$ cat src/rtl/seg7_scan_decoder_if.sv
// seg7_scan_decoder_if: multiplexed 7-segment bus in, decoded frame out
interface seg7_scan_decoder_if;
    logic [6:0]  seg_n;
    logic [3:0]  an_n;
    logic [15:0] digits;
    logic [3:0]  blank_mask;
    logic [3:0]  err_mask;
    logic        frame_valid;
    logic        idle;
    modport master (
        output seg_n, an_n,
        input  digits, blank_mask, err_mask, frame_valid, idle
    );
    modport slave (
        input  seg_n, an_n,
        output digits, blank_mask, err_mask, frame_valid, idle
    );
endinterface

$ cat src/rtl/seg7_scan_decoder.sv
// seg7_scan_decoder: recovers a 4-digit frame by sniffing a multiplexed active-low 7-segment display bus
module seg7_scan_decoder #(
    parameter int STABLE_CYCLES  = 4,
    parameter int TIMEOUT_CYCLES = 65536
) (
    input logic                clk,
    input logic                rst,
    seg7_scan_decoder_if.slave bus
);
    localparam int RW = $clog2(STABLE_CYCLES + 1);
    localparam int TW = $clog2(TIMEOUT_CYCLES + 1);
    localparam logic [RW-1:0] RUN_MAX = RW'(STABLE_CYCLES);
    localparam logic [TW-1:0] TO_MAX  = TW'(TIMEOUT_CYCLES);
    logic [10:0]   sample_q;
    logic [RW-1:0] run_q, run_d;
    logic [TW-1:0] noan_q, noan_d;
    logic [3:0]    seen_q, seen_d;
    logic [15:0]   slot_val_q, slot_val_d;
    logic [3:0]    slot_blank_q, slot_blank_d;
    logic [3:0]    slot_err_q, slot_err_d;
    logic [15:0]   digits_q, digits_d;
    logic [3:0]    blank_q, blank_d;
    logic [3:0]    err_q, err_d;
    logic          frame_valid_q, frame_valid_d;
    logic          idle_q, idle_d;
    logic [3:0]    sel;
    logic          one_hot;
    logic [1:0]    pos;
    logic [3:0]    dec_val;
    logic          dec_blank;
    logic          dec_err;
    logic          commit;
    logic          timeout;
    logic          load;
    // Decode the live sample: which single anode is driven and what the segments show
    always_comb begin
        sel       = ~bus.an_n;
        one_hot   = (sel != 4'h0) && ((sel & (sel - 4'h1)) == 4'h0);
        pos       = sel[0] ? 2'd0 : sel[1] ? 2'd1 : sel[2] ? 2'd2 : 2'd3;
        dec_val   = 4'hE;
        dec_blank = 1'b0;
        dec_err   = 1'b0;
        case (bus.seg_n)
            7'b0000001: dec_val = 4'd0;
            7'b1001111: dec_val = 4'd1;
            7'b0010010: dec_val = 4'd2;
            7'b0000110: dec_val = 4'd3;
            7'b1001100: dec_val = 4'd4;
            7'b0100100: dec_val = 4'd5;
            7'b0100000: dec_val = 4'd6;
            7'b0001111: dec_val = 4'd7;
            7'b0000000: dec_val = 4'd8;
            7'b0000100: dec_val = 4'd9;
            7'b1111111: begin
                dec_val   = 4'hF;
                dec_blank = 1'b1;
            end
            default: dec_err = 1'b1;
        endcase
    end
    // Run length and no-anode counters; each fires its event only on the edge it reaches the limit
    always_comb begin
        run_d   = !one_hot ? '0
                : (run_q != '0 && sample_q == {bus.an_n, bus.seg_n}) ? (run_q == RUN_MAX ? run_q : run_q + RW'(1))
                : RW'(1);
        commit  = one_hot && run_d == RUN_MAX && run_q != RUN_MAX;
        noan_d  = bus.an_n != 4'hF ? '0 : noan_q == TO_MAX ? noan_q : noan_q + TW'(1);
        timeout = noan_d == TO_MAX && noan_q != TO_MAX;
    end
    // Slot collection and frame publication; a same-edge commit lands after the clear
    always_comb begin
        load          = seen_q == 4'hF;
        seen_d        = seen_q;
        slot_val_d    = slot_val_q;
        slot_blank_d  = slot_blank_q;
        slot_err_d    = slot_err_q;
        digits_d      = load ? slot_val_q : digits_q;
        blank_d       = load ? slot_blank_q : blank_q;
        err_d         = load ? slot_err_q : err_q;
        frame_valid_d = load;
        idle_d        = commit ? 1'b0 : timeout ? 1'b1 : idle_q;
        if (load || timeout) begin
            seen_d       = '0;
            slot_val_d   = '0;
            slot_blank_d = '0;
            slot_err_d   = '0;
        end
        if (commit) begin
            seen_d[pos]                 = 1'b1;
            slot_val_d[{pos, 2'b00} +: 4] = dec_val;
            slot_blank_d[pos]           = dec_blank;
            slot_err_d[pos]             = dec_err;
        end
    end
    // State registers with asynchronous reset; idle reads as asserted out of reset
    always_ff @(posedge clk or posedge rst) begin
        if (rst) begin
            sample_q      <= '0;
            run_q         <= '0;
            noan_q        <= '0;
            seen_q        <= '0;
            slot_val_q    <= '0;
            slot_blank_q  <= '0;
            slot_err_q    <= '0;
            digits_q      <= '0;
            blank_q       <= '0;
            err_q         <= '0;
            frame_valid_q <= 1'b0;
            idle_q        <= 1'b1;
        end else begin
            sample_q      <= {bus.an_n, bus.seg_n};
            run_q         <= run_d;
            noan_q        <= noan_d;
            seen_q        <= seen_d;
            slot_val_q    <= slot_val_d;
            slot_blank_q  <= slot_blank_d;
            slot_err_q    <= slot_err_d;
            digits_q      <= digits_d;
            blank_q       <= blank_d;
            err_q         <= err_d;
            frame_valid_q <= frame_valid_d;
            idle_q        <= idle_d;
        end
    end
    assign bus.digits      = digits_q;
    assign bus.blank_mask  = blank_q;
    assign bus.err_mask    = err_q;
    assign bus.frame_valid = frame_valid_q;
    assign bus.idle        = idle_q;
endmodule
$ cat src/flat_wrapper.sv
// flat-port wrapper written by rule: the top's interface ports become plain ports
module seg7_scan_decoder_flat 
#(
    parameter int STABLE_CYCLES  = 4,
    parameter int TIMEOUT_CYCLES = 65536
)
  (clk, rst, bus_seg_n, bus_an_n, bus_digits, bus_blank_mask, bus_err_mask, bus_frame_valid, bus_idle);
  seg7_scan_decoder_if bus_i ();
  input logic clk;
  input logic rst;
  input wire logic [$bits(bus_i.seg_n)-1:0] bus_seg_n;
  input wire logic [$bits(bus_i.an_n)-1:0] bus_an_n;
  output wire logic [$bits(bus_i.digits)-1:0] bus_digits;
  output wire logic [$bits(bus_i.blank_mask)-1:0] bus_blank_mask;
  output wire logic [$bits(bus_i.err_mask)-1:0] bus_err_mask;
  output wire logic [$bits(bus_i.frame_valid)-1:0] bus_frame_valid;
  output wire logic [$bits(bus_i.idle)-1:0] bus_idle;
  assign bus_i.seg_n = bus_seg_n;
  assign bus_i.an_n = bus_an_n;
  assign bus_digits = bus_i.digits;
  assign bus_blank_mask = bus_i.blank_mask;
  assign bus_err_mask = bus_i.err_mask;
  assign bus_frame_valid = bus_i.frame_valid;
  assign bus_idle = bus_i.idle;
  seg7_scan_decoder #(.STABLE_CYCLES(STABLE_CYCLES), .TIMEOUT_CYCLES(TIMEOUT_CYCLES)) u_core (.clk(clk), .rst(rst), .bus(bus_i));
endmodule
$ cat config.mk
export PLATFORM = sky130hd
export DESIGN_NAME = seg7_scan_decoder_flat
export DESIGN_NICKNAME = d
export VERILOG_FILES = /design/src/rtl/seg7_scan_decoder_if.sv /design/src/rtl/seg7_scan_decoder.sv /design/src/flat_wrapper.sv
export SDC_FILE = /design/constraint.sdc
export NUM_CORES = 1
export LEC_CHECK = 0
export ABC_AREA = 1
export CAP_MARGIN = 20
export CORE_UTILIZATION = 55
export DETAILED_ROUTE_END_ITERATION = 8
export PLACE_DENSITY = 0.77
export REMOVE_ABC_BUFFERS = 1
export SLEW_MARGIN = 20
export SYNTH_ARGS = -nofsm -noshare
export SYNTH_HDL_FRONTEND = slang
export SYNTH_SLANG_ARGS = --single-unit
$ cat constraint.sdc
create_clock -name clk -period 5.41 [get_ports clk]
set_input_delay 1.3525 -clock clk [delete_from_list [all_inputs] [get_ports clk]]
set_output_delay 1.3525 -clock clk [all_outputs]
set_load 0.005 [all_outputs]
# Yosys cells after proc, flatten, opt, wreduce, memory -nomap -nowiden
# Cells that the tools add are included.
# Widths: inputs -> output; s select.
[totals]
reg_bits = 85
[op_classes]
add_sub_neg = 4
magnitude_cmp = 2
n_eq_ne = 19
shift = 2
n_mux = 26
n_bitwise = 3
n_reduce_logical = 13
[op_table]
columns = ["op", "n"]
rows = [
  ["$pmux 4 s11", 1],
  ["$eq 17x17->1 const B", 2],
  ["$mux 17", 2],
  ["$mux 16", 2],
  ["$mux 4", 6],
  ["$eq 7x7->1 const B", 3],
  ["$add 17x1->17 const B", 1],
  ["$ne 17x17->1 const B", 1],
  ["$bwmux 16", 1],
  ["$shift 4x6->16 const A", 1],
  ["$shiftx 4x6->16", 1],
  ["$eq 7x3->1 const B", 2],
  ["$eq 7x6->1 const B", 2],
  ["$eq 11x11->1", 1],
  ["$reduce_or 11->1", 1],
  ["$mux 3", 3],
  ["$bwmux 4", 2],
  ["$eq 7x1->1 const B", 1],
  ["$eq 7x4->1 const B", 1],
  ["$eq 7x5->1 const B", 1],
  ["$logic_not 7->1", 1],
  ["$eq 3x3->1 const B", 2],
  ["$logic_and 1x1->1", 6],
  ["$mux 1", 6],
  ["18 further kinds", 19],
]

# Longest topological paths before layout
# Gate-level depths: netlist (run 1).
[depth]
depth_word = 10
depth_mapped = 17
depth_no_buf = 16

# Worst setup path before layout (run 1)
# OpenSTA, ideal clock, no wires.
[synth_timing]
kind = "input -> register"
startpoint = "input port bus_an_n[0]"
endpoint = "register u_core.seen_q[1]"
setup_ns = 0.131
arrival_ns = 2.720
required_time_ns = 5.279
path_slack_ns = 2.559
path_stages = 13
path_buffers = 3
cell_sequence = "buf_4 nand2_4 nor2_4 nand2_4 inv_2 buf_6 nand3_1 nand3_1 nor3_1 nand2_4 nand2_2 buf_6 o21ai_1"
[synth_via]
elab_chain_len = 10
elab_cells_between_ends = 27
[synth_lines]
columns = ["element", "line_no", "text"]
rows = [
  ["start: declaration", "flat_wrapper.sv:12", "input wire logic [$bits(bus_i.an_n)-1:0] bus_an_n;"],
  ["$not 4->4", "seg7_scan_decoder.sv:37", "sel = ~bus.an_n;"],
  ["$sub 4x1->4", "seg7_scan_decoder.sv:38", "one_hot = (sel != 4'h0) && ((sel & (sel - 4'h1)) == 4'h0);"],
  ["$and 4x4->4", "seg7_scan_decoder.sv:38", ""],
  ["$logic_not 4->1", "seg7_scan_decoder.sv:38", ""],
  ["$logic_and 1x1->1", "seg7_scan_decoder.sv:38", ""],
  ["$mux 3", "seg7_scan_decoder.sv:63", "run_d = !one_hot ? '0"],
  ["$eq 3x3->1", "seg7_scan_decoder.sv:66", "commit = one_hot && run_d == RUN_MAX && run_q != RUN_MAX;"],
  ["$logic_and 1x1->1 (2 in series)", "seg7_scan_decoder.sv:66", ""],
  ["$mux 4 (*)", "seg7_scan_decoder.sv:88", "if (commit) begin"],
  ["net u_core.seen_d[1]", "seg7_scan_decoder.sv:17", "logic [3:0] seen_q, seen_d;"],
  ["end signal: assignment", "seg7_scan_decoder.sv:114", "seen_q <= seen_d;"],
  ["end: declaration", "seg7_scan_decoder.sv:17", ""],
]
# The timed path passes the listed nets; every way through them passes the cells marked *.
# A chain may end at the register's enable or synchronous reset.

# Worst setup path in the final report (run 1)
[layout_timing]
startpoint = "input port bus_an_n[0]"
endpoint = "register u_core.slot_val_q[12]"
[layout_via]
elab_cells_between_ends = 25
[layout_lines]
columns = ["element", "line_no", "text"]
rows = [
  ["$ne 4x4->1 (*)", "seg7_scan_decoder.sv:67", "noan_d = bus.an_n != 4'hF ? '0 : noan_q == TO_MAX ? noan_q : noan_q + TW'(1);"],
  ["$mux 17 (*)", "seg7_scan_decoder.sv:67", ""],
  ["net u_core.noan_d[6]", "seg7_scan_decoder.sv:16", "logic [TW-1:0] noan_q, noan_d;"],
  ["$eq 17x17->1 (*)", "seg7_scan_decoder.sv:68", "timeout = noan_d == TO_MAX && noan_q != TO_MAX;"],
  ["$logic_and 1x1->1 (*)", "seg7_scan_decoder.sv:68", ""],
  ["$logic_or 1x1->1 (*)", "seg7_scan_decoder.sv:82", "if (load || timeout) begin"],
  ["$mux 16 (*)", "seg7_scan_decoder.sv:82", ""],
  ["$bwmux 16", "seg7_scan_decoder.sv:90", "slot_val_d[{pos, 2'b00} +: 4] = dec_val;"],
  ["$mux 16 (*)", "seg7_scan_decoder.sv:88", ""],
  ["net u_core.slot_val_d[12]", "seg7_scan_decoder.sv:18", "logic [15:0] slot_val_q, slot_val_d;"],
  ["end signal: assignment", "seg7_scan_decoder.sv:115", "slot_val_q <= slot_val_d;"],
  ["end: declaration", "seg7_scan_decoder.sv:18", ""],
]
# Marked as above.

==> results of run 1 <==
-- report_power, final --
part | switching [uW] | total, uW | internal [uW]
Sequential | 2.90 | 643 | 640
Clock | 250 | 438 | 188
Combinational | 45.5 | 66.3 | 20.8
Total | 299 | 1150 | 848
-- state kept, by name, summed over array words and instances (netlist names) --
register	count
u_core.bus.blank_mask	4
u_core.bus.digits	16
u_core.bus.err_mask	4
u_core.bus.frame_valid	1
u_core.bus.idle	1
u_core.noan_q	17
u_core.run_q	3
u_core.sample_q	11
u_core.seen_q	4
u_core.slot_blank_q	4
u_core.slot_err_q	4
u_core.slot_val_q	16
-- layer usage --
| metal | up-vias | wire [um] | track usage (%) |
|---|---|---|---|
| met5 | - | 0 | 0 |
| met4 | 0 | 144 | 7.39 |
| met3 | 17 | 344 | 3.70 |
| met2 | 99 | 4340 | 40.0 |
| met1 | 1729 | 4330 | 33.3 |
| li1 | 1823 | - | - |
-- metrics by stage --
| stage | total power (uW) | util, % | area [um2] |
|---|---|---|---|
| floorplan | 694 | - | 4230 |
| global placement | 720 | 64.2 | 4760 |
| detailed placement | 722 | 64.2 | 4760 |
| CTS | 1150 | 66.8 | 4950 |
| global route | 1190 | 66.8 | 4950 |
| finish | 1150 | 66.8 | 4950 |
-- cells in the final DEF (no fill, tap or decap), types with 4 or more instances in the layout --
cell / netlist / final
nand2_1: 191 / 191
dfrtp_1: 84 / 84
inv_1: 68 / 67
nor2_1: 50 / 50
nand3_1: 40 / 40
clkdlybuf4s50_1: 0 / 38
o21ai_1: 20 / 20
o21ai_0: 19 / 19
nand4_1: 14 / 14
clkbuf_8: 0 / 10
nor2_2: 9 / 9
nor3_1: 9 / 9
a21oi_1: 6 / 6
inv_2: 4 / 4
xor2_1: 4 / 4
xnor2_1: 4 / 4
ha_1: 4 / 4
-- critical path, cell delays in order --
cell,delay (ns)
clkdlybuf4s50_1,0.75
nand2_4,0.12
nor2_4,0.16
nand2_4,0.09
inv_2,0.23
nand2_1,0.11
nor2_2,0.11
inv_1,0.05
nand2_1,0.06
nor2_1,0.04
nand2_1,0.06
nor2_2,0.05
nand2_4,0.10
nand2_2,0.26
o21ai_1,0.28
-- how the worst min path moves through the flow --
stage	end	slack (ns)	cells past startpoint
2_1_floorplan	u_core.bus.blank_mask[0]	0.44	2
3_3_place_gp	u_core.bus.digits[14]	0.45	2
3_5_place_dp	u_core.bus.digits[8]	0.46	2
4_1_cts	u_core.bus.idle	0.48	2
5_1_grt	u_core.bus.idle	0.49	2
6_report	u_core.bus.idle	0.47	2
-- synth_stat cells (all sizes together) --
master,count
clkbuf,5
xor2,4
nand4,14
nor3b,1
o21bai,2
nor2,62
or2,1
ha,4
dfstp,1
inv,72
nor3,11
dfrtp,84
xnor2,4
a21oi,7
buf,7
nand2,195
nor4,1
o21ai,39
nand3,42
and2,1
-- logic make-up (layout without fill, tap and decap cells) --
kind of cell	after synthesis	after routing	synth area share, %
buffers and inverters	84	128	8.21
adders and majority gates	4	4	1.16
DFF	85	85	49.3
and+or+nand+nor	328	328	33.7
xor gates and xnor gates	8	8	1.62
AOI/OAI and AO/OA	48	48	5.95
-- area by class of cell --
cell class,instances,area (um2),share of cell area (%)
sequential,85,2130,43.0
multi-input combinational,388,1840,37.2
timing repair buffer,40,395,7.98
inverter,72,273,5.51
clock buffer,10,138,2.78
tap,99,124,2.50
clock inverter,6,53.8,1.09
==> results by group, run 1 <==
Placement
  • Dpl cells: 684
  • DP Worst Slack: 1.50 ns
  • Port buffer count: 38
  • Dpl hpwl: 6.62 mm
  • RePlAce Congestion: 0.941

Global route
  • GRT Overall Usage: 24.3%
  • Initial antenna violation count: 0
  • First-pass GRT wire length: 16.0 mm
  • Largest net degree at the start of global routing: 59
  • Gr ovfl total: 0
  • Number of global-route vias before repair: 3431

Worst setup path
  • Max FO, Critical Path: 22
  • Worst setup EP type: flop
  • Worst r2r src: u_core.noan_q[0]
  • Required @ worst endpoint: 5.69 ns
  • Cells on worst reg2reg path: 10
  • Critical path class: input pin to flop
  • Setup crit end: u_core.slot_val_q[12]
  • Crit path launch type: input pin
  • Reg-to-Reg End: u_core.seen_q[3]
  • Crit path from: bus_an_n[0]
  • Reg2Reg Setup Slack: 2.81 ns
  • Crit path DAT: 3.82 ns

Final layout
  • Layout cells sized above 1: 7.82%
  • # diodes: 0
  • Area grow syn2layout: 14.8%
  • Final #Nets: 613
  • Filler Cells Inserted: 628
  • Non-Filler Instances: 700

Timing
  • Setup WS post-layout: 1.87 ns
  • Worst slew pin tran: 0.892 ns
  • Setup Skew: 0.0164 ns
  • Relative slew slack: 40.5%
  • RSZ-0062 raised after global routing: false
  • Setup Viol. Count Final: 0
  • Final hold vios: 0
  • Tmin final: 3.54 ns
  • Period utilisation layout: 65.5%
  • Max-slew violations: 0
  • Hold Slack: 0.470 ns
  • FMAX: 282 MHz
  • Total negative slack: 0 ns

Routing
  • DR pass1 iterations: 5
  • Initial drt markers: 223
  • Routed vias/inst: 5.24
  • Antenna Nets Post-Route: 0
  • Wire length per cell: 13.1 um
  • Drt drc: 0
  • Final wirelength: 9.16 mm
  • Via count: 3668

CTS
  • Post-CTS Repair Setup Buffers: 0
  • Clock Path Buffers: 2
  • CTS H-tree lvls: 3
  • # resized after CTS: 0
  • # hold bufs at CTS: 0
  • Num CTS Buffers: 9
  • Clock latency at the later pin of the worst-skew pair: 0.36 ns
  • CTS tree: done
  • Clock Sink Count: 85
  • Worst-path clk slew: 0.10 ns
  • Root Driver: clkbuf_8

Worst hold path
  • Min-delay src: u_core.bus.idle
  • Type of the most critical hold path: flop to flop

Logic synthesis
  • Yosys top cell area share: 48.7%
  • Largest area contributor in the netlist: dfrtp_1
  • Mean post-synth cell area: 7.75 um2
  • Sequential share of the synthesized area: 49.3%
  • Ranking of synthesized cells by area: dfrtp_1, nand2_1, inv_1
  • Synth Cell Area: 4310 um2
  • Synth warnings: 0
  • Distinct cells, synth: 31
  • Syn Inst Count: 557
  • Register bit total from synthesis: 85

Power
  • PD cells: 232 nW/um2
  • Leak: 0.00258 uW
  • Peak supply drop: 129 uV

Die
  • Die Height: 90.6 um
  • Initial core utilization: 58.2%
  • Row cnt: 31
  • Die width: 90.6 um
  • Die area: 8200 um2
  • Ports: 39
  • Core ar.: 7410 um2

Status
  • Status: completed

Flow run
  • Max-cap violations: 0
(Power assumes the default switching activity.)
==> run 2, diff against run 1 <==
Settings changed: CORE_UTILIZATION 55 to 52, PLACE_DENSITY 0.77 to 0.76.
Clock period 5.41 ns to 2.89 ns, I/O delays scaled along.
==> run 2 against run 1 <==
Against the previous run: critical path depth fell by 2; cell count rose by 3.9%; global-route usage rose by 0.24 points; non-clock buffer count rose by 25; sequential power rose by 87%; critical path type unchanged.
==> results by group, run 2 (synthesis results as in run 1) <==
Status
  • Status: completed

Routing
  • DR pass1 iterations: 5
  • Initial drt markers: 240
  • Via count: 3726
  • Routed vias/inst: 5.13
  • Antenna Nets Post-Route: 0
  • Final wirelength: 9.48 mm
  • Drt drc: 0
  • Wire length per cell: 13.0 um

Timing
  • Hold Slack: 0.472 ns
  • Setup Viol. Count Final: 0
  • Total negative slack: 0 ns
  • RSZ-0062 raised after global routing: false
  • Final hold vios: 0
  • FMAX: 381 MHz
  • Worst slew pin tran: 0.914 ns
  • Tmin final: 2.63 ns
  • Relative slew slack: 39.0%
  • Period utilisation layout: 90.9%
  • Setup WS post-layout: 0.263 ns
  • Max-slew violations: 0
  • Setup Skew: 0.0121 ns

Global route
  • First-pass GRT wire length: 16.6 mm
  • Number of global-route vias before repair: 3532
  • Initial antenna violation count: 0
  • Largest net degree at the start of global routing: 32
  • GRT Overall Usage: 24.6%
  • Gr ovfl total: 0

Final layout
  • # diodes: 0
  • Layout cells sized above 1: 11.4%
  • Biggest register: u_core.noan_q
  • Commonest non-fill, non-tap cell in the layout: nand2_1
  • Final #Nets: 638
  • Max reg flops: 17
  • Non-Filler Instances: 727
  • Area grow syn2layout: 19.9%
  • Most frequent cells in the layout: nand2_1, dfrtp_1, inv_1

Placement
  • Port buffer count: 38
  • DP Worst Slack: -0.108 ns
  • RePlAce Congestion: 0.944
  • Dpl hpwl: 7.08 mm
  • Dpl cells: 712

CTS
  • CTS H-tree lvls: 3
  • Worst-path clk slew: 0.08 ns
  • Clock Path Buffers: 2
  • Clock latency at the later pin of the worst-skew pair: 0.37 ns
  • Clock Sink Count: 85
  • Post-CTS Repair Setup Buffers: 0
  • Num CTS Buffers: 9
  • CTS tree: done
  • # resized after CTS: 0
  • # hold bufs at CTS: 0
  • Root Driver: clkbuf_8

Worst setup path
  • Critical path class: input pin to flop
  • CP Depth: 13
  • CP most frequent cell: nand2_1
  • Slowest-stage cell, CP: clkdlybuf4s50_1
  • Critical path's top delay family: simple AND/OR/NAND/NOR gates
  • Crit path launch type: input pin
  • Crit path DAT: 2.91 ns
  • Worst setup EP type: flop
  • Required @ worst endpoint: 3.17 ns
  • Worst path bufs/invs: 2
  • Max FO, Critical Path: 15
  • Crit-path cells: clkdlybuf4s50_1 > inv_1 > nand2_1 > nand2_1 > nor2_1 > nand2_1 > nor2_2 > nand3_1 > nor2_1 > nand3_4 > nor2_2 > nand2_1 > o21ai_1
  • Max incr delay on CP: 0.65 ns
  • Cells on worst reg2reg path: 11

Die
  • Die area: 8660 um2
  • Core ar.: 7890 um2
  • Ports: 39
  • Die Height: 93.1 um
  • Initial core utilization: 54.7%
  • Row cnt: 32
  • Die width: 93.1 um

Worst hold path
  • Type of the most critical hold path: flop to flop
  • Worst hold stages: 2

Power
  • Leak: 0.00270 uW
  • PD cells: 425 nW/um2
  • Peak supply drop: 226 uV

Flow run
  • Max-cap violations: 0
run 2: cell types whose count changed in the layout (fill, tap and decap cells not counted):
| cell | delta |
|---|---|
| inv_4 | -1 |
| clkbuf_8 | -1 |
| bufinv_16 | +1 |
| buf_12 | +2 |
| clkinvlp_4 | +1 |
| clkinv_4 | -1 |
| clkinv_2 | +1 |
| inv_8 | -1 |
| buf_4 | +23 |
run 2: power breakdown:
part | internal [uW] | switching [uW] | leakage (uW)
sequential | 1200 | 5.51 | 0.00116
combinational | 54.9 | 92.1 | 0.00145
clock | 402 | 446 | 0.0000923
total | 1650 | 543 | 0.00270
run 2: final timing paths:
path / startpoint / end / slack (ns)
max in group asynchronous: rst / u_core.bus.idle / 1.55
min reg2reg: u_core.bus.idle / u_core.bus.idle / 0.47
max reg2reg: u_core.noan_q[0] / u_core.seen_q[3] / 0.65
max: bus_an_n[3] / u_core.slot_val_q[8] / 0.26
min: u_core.bus.idle / u_core.bus.idle / 0.47
min in group asynchronous: rst / u_core.bus.err_mask[1] / 0.66
run 2: area by class of cell:
cell class | instances | area, um2
fillers | 654 | 2720
flip-flops and latches | 85 | 2130
multi-input cells | 388 | 1840
repair buffers | 65 | 608
inverters | 72 | 272
well taps | 102 | 128
clock buffers | 9 | 124
clock inverters | 6 | 71.3
run 2: layer usage:
| layer | GRT usage (%) | vias to the layer above | part of all wire (%) |
|---|---|---|---|
| met5 | 0 | - | 0 |
| met4 | 9.36 | 0 | 1.8 |
| met3 | 4.47 | 17 | 4.6 |
| met2 | 38.7 | 105 | 48 |
| met1 | 33.9 | 1733 | 46 |
| li1 | - | 1871 | - |
run 2: stage by stage:
stage / power [uW] / utilization [%] / area (um2)
2_1_floorplan: 1300 / - / 4230
3_3_place_gp: 1370 / 63.1 / 4980
3_5_place_dp: 1380 / 63.1 / 4980
4_1_cts: 2210 / 65.6 / 5170
5_1_grt: 2280 / 65.6 / 5170
6_report: 2200 / 65.6 / 5170
run 2: worst register-to-register path, delay by kind of cell, from the launching register on:
kind                       cells  cell delay [ns]
buffers and inverters          1             0.17
AOI/OAI and AO/OA              1             0.09
adders and majority gates      1             0.21
DFF                            1             0.43
and+or+nand+nor                7             1.03
xor gates and xnor gates       1             0.18
